**config.mk**
```make
export PLATFORM = sky130hd
export DESIGN_NAME = chacha_stream_ctrl
export DESIGN_NICKNAME = d
export VERILOG_FILES = /design/src/rtl/chacha_stream_ctrl.sv
export SDC_FILE = /design/constraint.sdc
export NUM_CORES = 1
export LEC_CHECK = 0
export CAP_MARGIN = 20
export CORE_MARGIN = 5
export CORE_UTILIZATION = 46
export DETAILED_ROUTE_END_ITERATION = 10
export DONT_BUFFER_PORTS = 1
export PLACE_DENSITY_LB_ADDON = 0.08
export SLEW_MARGIN = 20
export SYNTH_ARGS = -nofsm -noshare
export SYNTH_HDL_FRONTEND = slang
export SYNTH_SLANG_ARGS = --single-unit
```
**constraint.sdc**
```tcl
create_clock -name clk -period 1.8 [get_ports clk]
set_input_delay 0.09 -clock clk [delete_from_list [all_inputs] [get_ports clk]]
set_output_delay 0.09 -clock clk [all_outputs]
set_load 0.005 [all_outputs]
```
**src/rtl/chacha_stream_ctrl.sv**
```systemverilog
// Bit-serial stream cipher controller: XORs plaintext bits with 16-bit keystream
// blocks fetched by block counter, with valid/ready handshakes on both sides.
module chacha_stream_ctrl #(
  parameter int LEN_W = 8
) (
  input  logic             clk,
  input  logic             reset,
  input  logic             start,
  input  logic             abort,
  input  logic [1:0]       cfg_init_ctr,
  input  logic [LEN_W-1:0] cfg_len,
  output logic [1:0]       ksg_ctr,
  input  logic [15:0]      ksg_keystream,
  input  logic             in_valid,
  input  logic             in_bit,
  output logic             in_ready,
  output logic             out_valid,
  output logic             out_bit,
  input  logic             out_ready,
  output logic             busy,
  output logic             done,
  output logic             ks_reuse
);

  typedef enum logic [2:0] {
    S_IDLE,
    S_LOAD,
    S_STREAM,
    S_DRAIN,
    S_DONE
  } state_t;

  state_t           state_reg, state_next;
  logic [1:0]       ctr_reg;
  logic [1:0]       init_ctr_reg;
  logic [LEN_W-1:0] rem_reg;
  logic [3:0]       idx_reg;
  logic [15:0]      ks_reg;
  logic             out_valid_reg;
  logic             out_bit_reg;
  logic             ks_reuse_reg;

  logic             xfer;
  logic             last_bit;
  logic             wrap;
  logic [1:0]       ctr_inc;

  assign xfer     = in_valid && in_ready;
  assign last_bit = (rem_reg == LEN_W'(1));
  assign wrap     = (idx_reg == 4'd15);
  assign ctr_inc  = ctr_reg + 2'd1;

  always_ff @(posedge clk or posedge reset) begin
    if (reset) begin
      state_reg <= S_IDLE;
    end else begin
      state_reg <= state_next;
    end
  end

  // abort outranks every transition, including a start seen in IDLE
  always_comb begin
    state_next = state_reg;
    if (abort) begin
      state_next = S_IDLE;
    end else begin
      case (state_reg)
        S_IDLE: begin
          if (start) begin
            state_next = (cfg_len == '0) ? S_DONE : S_LOAD;
          end
        end
        S_LOAD:   state_next = S_STREAM;
        S_STREAM: begin
          if (xfer) begin
            if (last_bit) begin
              state_next = S_DRAIN;
            end else if (wrap) begin
              state_next = S_LOAD;
            end
          end
        end
        S_DRAIN: begin
          if (!out_valid_reg) begin
            state_next = S_DONE;
          end
        end
        S_DONE:  state_next = S_IDLE;
        default: state_next = S_IDLE;
      endcase
    end
  end

  always_comb begin
    busy     = (state_reg != S_IDLE);
    done     = (state_reg == S_DONE);
    in_ready = (state_reg == S_STREAM) && (!out_valid_reg || out_ready);
  end

  always_ff @(posedge clk or posedge reset) begin
    if (reset) begin
      ctr_reg       <= 2'd0;
      init_ctr_reg  <= 2'd0;
      rem_reg       <= '0;
      idx_reg       <= 4'd0;
      ks_reg        <= 16'd0;
      out_valid_reg <= 1'b0;
      out_bit_reg   <= 1'b0;
      ks_reuse_reg  <= 1'b0;
    end else if (abort) begin
      out_valid_reg <= 1'b0;
    end else begin
      if (state_reg == S_IDLE && start) begin
        ctr_reg      <= cfg_init_ctr;
        init_ctr_reg <= cfg_init_ctr;
        rem_reg      <= cfg_len;
        ks_reuse_reg <= 1'b0;
      end
      if (state_reg == S_LOAD) begin
        ks_reg  <= ksg_keystream;
        idx_reg <= 4'd0;
      end
      if (xfer) begin
        out_bit_reg   <= in_bit ^ ks_reg[4'd15 - idx_reg];
        out_valid_reg <= 1'b1;
        idx_reg       <= idx_reg + 4'd1;
        rem_reg       <= rem_reg - LEN_W'(1);
        // the final bit of a message never advances the counter
        if (!last_bit && wrap) begin
          ctr_reg <= ctr_inc;
          if (ctr_inc == init_ctr_reg) begin
            ks_reuse_reg <= 1'b1;
          end
        end
      end else if (out_valid_reg && out_ready) begin
        out_valid_reg <= 1'b0;
      end
    end
  end

  assign ksg_ctr   = ctr_reg;
  assign out_valid = out_valid_reg;
  assign out_bit   = out_bit_reg;
  assign ks_reuse  = ks_reuse_reg;

endmodule

```
== Word level (Yosys, flattened, before mapping) ==
Index checks and enable logic that the tools add are counted.

* Logic and storage cells: 71
* Register bits after elaboration: 38
* Output and inout port bits: 8
* Input bits: 33

* Multiplexer cells: 24
* Equality and inequality tests: 11
* Bitwise operators: 2
* Add/subtract/negate cells: 4
* Reductions and logical operators: 20
* Order comparisons: 1

{| class="wikitable"
|+ Operators by type and width
! kind !! count
|-
| 3-bit 2-to-1 mux || 7
|-
| 8-bit 2-to-1 mux || 2
|-
| 3-bit one-hot mux with 4 select lines || 1
|-
| 2-bit AND reduction || 5
|-
| 3-bit inequality test, second input constant || 3
|-
| 8-bit by 1-bit == test with 1-bit output, second input constant || 1
|-
| 8-bit logical NOT || 1
|-
| 1-bit 2-to-1 mux || 8
|-
| 4-bit 2-to-1 mux || 2
|-
| 8-bit by 1-bit subtractor with 8-bit output, second input constant || 1
|-
| 3-bit by 2-bit == test with 1-bit output, second input constant || 2
|-
| 2-bit 2-to-1 mux || 3
|-
| 3-bit nonzero test || 2
|-
| 1-bit logical AND || 5
|-
| 4-bit by 5-bit < comparator with 1-bit output, second input constant || 1
|-
| 4-bit by 1-bit adder with 4-bit output, second input constant || 1
|-
| 1-bit binary-select mux with 4-bit select || 1
|-
| 4-bit == test, second input constant || 1
|-
| 4-bit inequality test, second input constant || 1
|-
| 4-bit AND reduction || 1
|-
| 2-bit nonzero test || 2
|-
| 4-bit subtractor, first input constant || 1
|-
| 3-bit by 1-bit == test with 1-bit output, second input constant || 1
|-
| 3-bit == test, second input constant || 1
|-
| other kinds (7) || 8
|}

== Logic depth before layout (Yosys ltp) ==
* Word-level depth: 7
* Mapped depth: 8

== Worst setup path after synthesis ==
Ideal clock, no wire load.

* Path type: register to register
* From: register state_reg[0]
* To: register ctr_reg[0], in the netlist ksg_ctr[0]
* Arrival: 1.730 ns
* Clock period less this slack: 1.803 ns
* Path buffers: 1
* Slack: -0.003 ns
* Stages on the path, launching flop included: 7
* Cell sequence: dfrtp_1 -> buf_6 -> nor3b_4 -> nand3_4 -> or4_4 -> a21o_1 -> a2bb2oi_2

* Word-level cells in the longest chain between the ends: 5
* Elaborated cells between the ends (all ways): 8
* Classes of those cells: 1 x eq/ne; 3 x mux; 4 x reduce/logical

{| class="wikitable"
|+ Ends and longest elaborated chain
! what !! line !! RTL
|-
| from (decl) || 33 || <nowiki>state_t state_reg, state_next;</nowiki>
|-
| from (signal assigned) || 57 || <nowiki>state_reg <= state_next;</nowiki>
|-
| 3-bit logical NOT || 113 || <nowiki>if (state_reg == S_IDLE && start) begin</nowiki>
|-
| 1-bit logical AND || 113 ||
|-
| 2-bit 2-to-1 mux || 113 ||
|-
| 2-bit 2-to-1 mux || 129 || <nowiki>if (!last_bit && wrap) begin</nowiki>
|-
| 2-bit 2-to-1 mux * || 123 || <nowiki>if (xfer) begin</nowiki>
|-
| to (signal assigned) || 114 || <nowiki>ctr_reg <= cfg_init_ctr;</nowiki>
|-
| to (signal assigned) || 130 || <nowiki>ctr_reg <= ctr_inc;</nowiki>
|-
| to (decl) || 34 || <nowiki>logic [1:0] ctr_reg;</nowiki>
|}

Every way passes the cells marked *; elsewhere a longest branch is shown, timed or not.
A chain may end at the register's enable or synchronous reset.

== Worst setup path after layout ==
* From: register state_reg[2]
* To: register rem_reg[0]

* Word-level cells in the longest chain between the ends: 5
* Elaborated cells between the ends (all ways): 8
* Classes of those cells: 1 x eq/ne; 1 x mux; 6 x reduce/logical

{| class="wikitable"
|+ Ends and longest elaborated chain
! what !! line !! RTL
|-
| 3-bit by 2-bit == test with 1-bit output || 97 || <nowiki>in_ready = (state_reg == S_STREAM) && (!out_valid_reg || out_ready);</nowiki>
|-
| 1-bit logical AND || 97 ||
|-
| 1-bit logical AND || 48 || <nowiki>assign xfer = in_valid && in_ready;</nowiki>
|-
| 2-bit nonzero test (no line) || n/a ||
|-
| 2-bit AND reduction (no line) || n/a ||
|-
| to (signal assigned) || 116 || <nowiki>rem_reg <= cfg_len;</nowiki>
|-
| to (signal assigned) || 127 || <nowiki>rem_reg <= rem_reg - LEN_W'(1);</nowiki>
|-
| to (decl) || 36 || <nowiki>logic [LEN_W-1:0] rem_reg;</nowiki>
|}

Several ways; a longest one is shown, not always the timed one.

==> results.md <==
* Critical Path RT at 2.02 ns
* Crit path top cell by count: buf_4
* Slowest Stage Delay on Critical Path at 0.41 ns
* CTS root buffer: clkbuf_8
* Number of inserted diodes at 0
* Max reg flops at 16
* Skew-Pair Late Insertion Delay at 0.28 ns
* Core box area at 0.00435 mm^2
* H-tree depth at 2
* Seq/Total Area, Yosys at between 40% and 50%
* Total Routing Usage GR at ~16%
* Hold Violations, Final at 0
* Post-DP Area at 0.00221 mm^2
* Synth cell types at 41
* Nets at roughly 280
* Die H at 76.9 um
* XOR/XNOR Fraction of Synth Area at less than 1%
* Slew headroom at 67.5%
* WP data arrival at 1.95 ns
* Dpl hpwl at 3.40 mm
* TritonRoute pass-1 iters at 4
* Post-Synth Simple-Gate Area at a little under a fifth
* Post-Route Setup TNS at 0 ns
* Skew final at 0.00284 ns
* Chip width at 76.9 um
* GP Congestion at between 0.8 and 0.9
* PortBufs at 0
* Drt drc at 0
* Yosys reg bits at 38
* Max VDD drop at roughly 760 uV
* Total CTS buffers at 5
* # rows at 24
* Routed vias/inst at 5.66
* Initial Utilization at between 40% and 50%
* Full die area at 0.00592 mm^2
* Crit-path max FO at 11
* Grt total ovfl at 0
* Setup-failing EPs final at 0
* Family with the most delay on the worst path: simple AND/OR/NAND/NOR gates
* Period utilization at 96.3%
* P&R area growth vs syn at 23.9%
* Hold worst-path end: rem_reg[2]$_DFFE_PP0P_
* Reg clk slew, reported paths at 0.07 ns
* Design area at between 0.002 and 0.003 mm^2
* R2R depth at 7
* Max-capacitance violation count at 0
* Worst path bufs/invs at 2
* Crit Reg-Reg Startpoint: state_reg[2]$_DFFE_PP0P_
* Antenna viol nets, final at 0
* Synth Area in Compound Gates at around 12%
* Routed len/inst at 16.0 um
* First-pass GRT wire length at approximately 7.6 mm
* Post-Synth Adder-Cell Area at under 10%
* Highest clock rate at 0.577 GHz
* Sink Count at 38
* Status: finished, final reports clean
* Mapped Cells at 200
* HP Start: cfg_len[2]
* Final Slew Violations at 0
* Clock buffer depth at 2
* Fill count at 375
* CP Capture Type: flop
* CP max-delay cell: dfrtp_1
* Post-layout util at between 50% and 60%
* Largest family of logic cells by synthesized area: simple AND/OR/NAND/NOR gates
* Post-synthesis mux area share at 17.1%
* DR vias at 1647
* CTS tree: yes
* R2r setup slk at 0.07 ns
* RSZ-0062 raised after global routing: no
* Net Count, Synth at 236
* Post-synthesis average cell area at 10.3 um^2
* Worst-Margin Slew at 0.488 ns
* DR iter-0 viols at 65
* Reg2reg end: rem_reg[0]$_DFFE_PP0P_
* Vias in the first global route at 1624
* Tmin final at about 1.7 ns
* Startpoint Class: flop
* Hold Path Depth at 2
* Lkg Pwr at ~0.0011 uW
* Total Routed Length at 4.65 mm
* Netlist Area Pre-Place at approximately 0.0021 mm^2
* Hold_ws at 0.0102 ns
* Io pins at 41
* Yosys warns at 0
* PD cells at 1380 mW/mm^2
* Pin count of the biggest net entering global routing at 39
* Hold Crit Class: input port to flop
* Initial antenna violation count at 0
* CP Cell Sequence: nor3b_4 > buf_4 > and4_4 > nor2_1 > buf_4 > or3_1 > nand3_1
* Layout cells sized above 1 at 23.0%
* WS Path Type: flop to flop
## layout make-up
type	instances	area, um^2	share of cell area [%]
clock inverters	2	10.0	0.392
flip-flops and latches	38	951	37.3
inverters	6	22.5	0.882
repair buffers	42	375	14.7
well taps	52	65.1	2.55
clock buffers	5	68.8	2.70
multi-input cells	146	1060	41.5
## power breakdown
group	internal (uW)	total, uW	switching (uW)	leakage [uW]
Combinational	829	1500	667	0.000564
Clock	260	536	277	0.0000438
Sequential	1220	1480	267	0.000471
Total	2300	3510	1210	0.00108
## layer usage
metal	routed length [um]	share of wire (%)	vias to the layer above	track usage, %
met4	23	0.49	0	5.24
met5	0	0	-	0
met3	291	6.3	2	4.68
li1	-	-	798	-
met2	2400	52	37	27.7
met1	1940	42	810	18.6
## cells by family (layout without fill, tap and decap cells)
logic type	after synthesis	count (layout)
buf+inv	16	55
flops	38	38
xor+xnor	2	2
fa+ha+maj	3	3
mux	28	28
compound gates	39	39
simple gates	74	74
## how the worst max path moves through the flow
stage / start / endpoint / slack, ns / depth (start not counted)
floorplan: state_reg[0]$_DFFE_PP0P_ / ksg_ctr[0]$_DFFE_PP0N_ / 0.01 / 6
global placement: state_reg[2]$_DFFE_PP0P_ / ksg_ctr[1]$_DFFE_PP0N_ / 0.10 / 4
detailed placement: state_reg[2]$_DFFE_PP0P_ / ksg_ctr[1]$_DFFE_PP0N_ / 0.04 / 4
CTS: state_reg[0]$_DFFE_PP0P_ / ksg_ctr[1]$_DFFE_PP0N_ / 0.03 / 4
global route: state_reg[2]$_DFFE_PP0P_ / rem_reg[0]$_DFFE_PP0P_ / 0.002 / 7
finish: state_reg[2]$_DFFE_PP0P_ / rem_reg[0]$_DFFE_PP0P_ / 0.07 / 7
## cells in the final DEF (no fill, tap or decap), drive strengths merged, types with 2 or more instances in the layout
cell type / n
nor2: 16
ha: 3
a211oi: 2
mux2i: 6
buf: 18
o21ai: 15
a31oi: 2
a21oi: 11
dfrtp: 38
dlygate4sd3: 24
nand2: 23
and2: 2
nor4b: 2
a2bb2oi: 3
clkinv: 2
nor3b: 3
mux4: 4
and3: 2
or3: 3
inv: 6
mux2: 18
nand3: 7
nor3: 5
nor4: 5
clkbuf: 5
## synthesized netlist by cell type
master,number,share of area (%)
a211oi_1,2,0.73
a21o_1,1,0.36
a21oi_1,11,2.7
a221oi_1,1,0.43
a2bb2oi_1,2,0.85
a2bb2oi_2,1,0.73
a31oi_1,2,0.61
and2_1,2,0.61
and3_1,2,0.61
and4_1,1,0.43
buf_2,3,0.73
buf_6,1,0.55
clkbuf_1,6,1.1
dfrtp_1,38,46
ha_1,3,1.8
inv_1,6,1.1
mux2_2,18,9.8
mux2i_1,6,2.9
mux4_2,4,4.4
nand2_1,23,4.2
nand2b_1,1,0.30
nand3_1,6,1.5
nand3_4,1,0.85
nand3b_1,1,0.36
nand4_1,1,0.30
nor2_1,16,2.9
nor2b_1,1,0.30
nor3_1,5,1.2
nor3b_1,2,0.73
nor3b_4,1,0.91
nor4_1,5,1.5
nor4b_1,2,0.85
o211ai_1,1,0.36
o21ai_0,15,3.6
o22a_1,1,0.43
o31ai_1,1,0.36
o32ai_1,1,0.43
or3_1,3,0.91
or4_4,1,0.55
xnor2_1,1,0.43
xor2_1,1,0.43
## timing repair
| item | CTS | global route |
|---|---|---|
| resized for setup | 0 | 3 |
| endpoints found under the hold margin | 63 | 0 |
| pin swaps | 1 | 1 |
| setup buffers | 1 | 0 |
| hold buffers | 24 | 0 |
| endpoints found under the setup margin | 1 | 5 |
## metrics by stage
step / setup WS (ns) / power, uW / cells
after global placement: 0.102 / 2870 / 259
after CTS: 0.0272 / 3540 / 291
after floorplan: 0.0136 / 2550 / 200
final: 0.0672 / 3510 / 291
after detailed placement: 0.0441 / 2930 / 259
after global routing: 0.00222 / 3790 / 291
(Power assumes the default switching activity.)
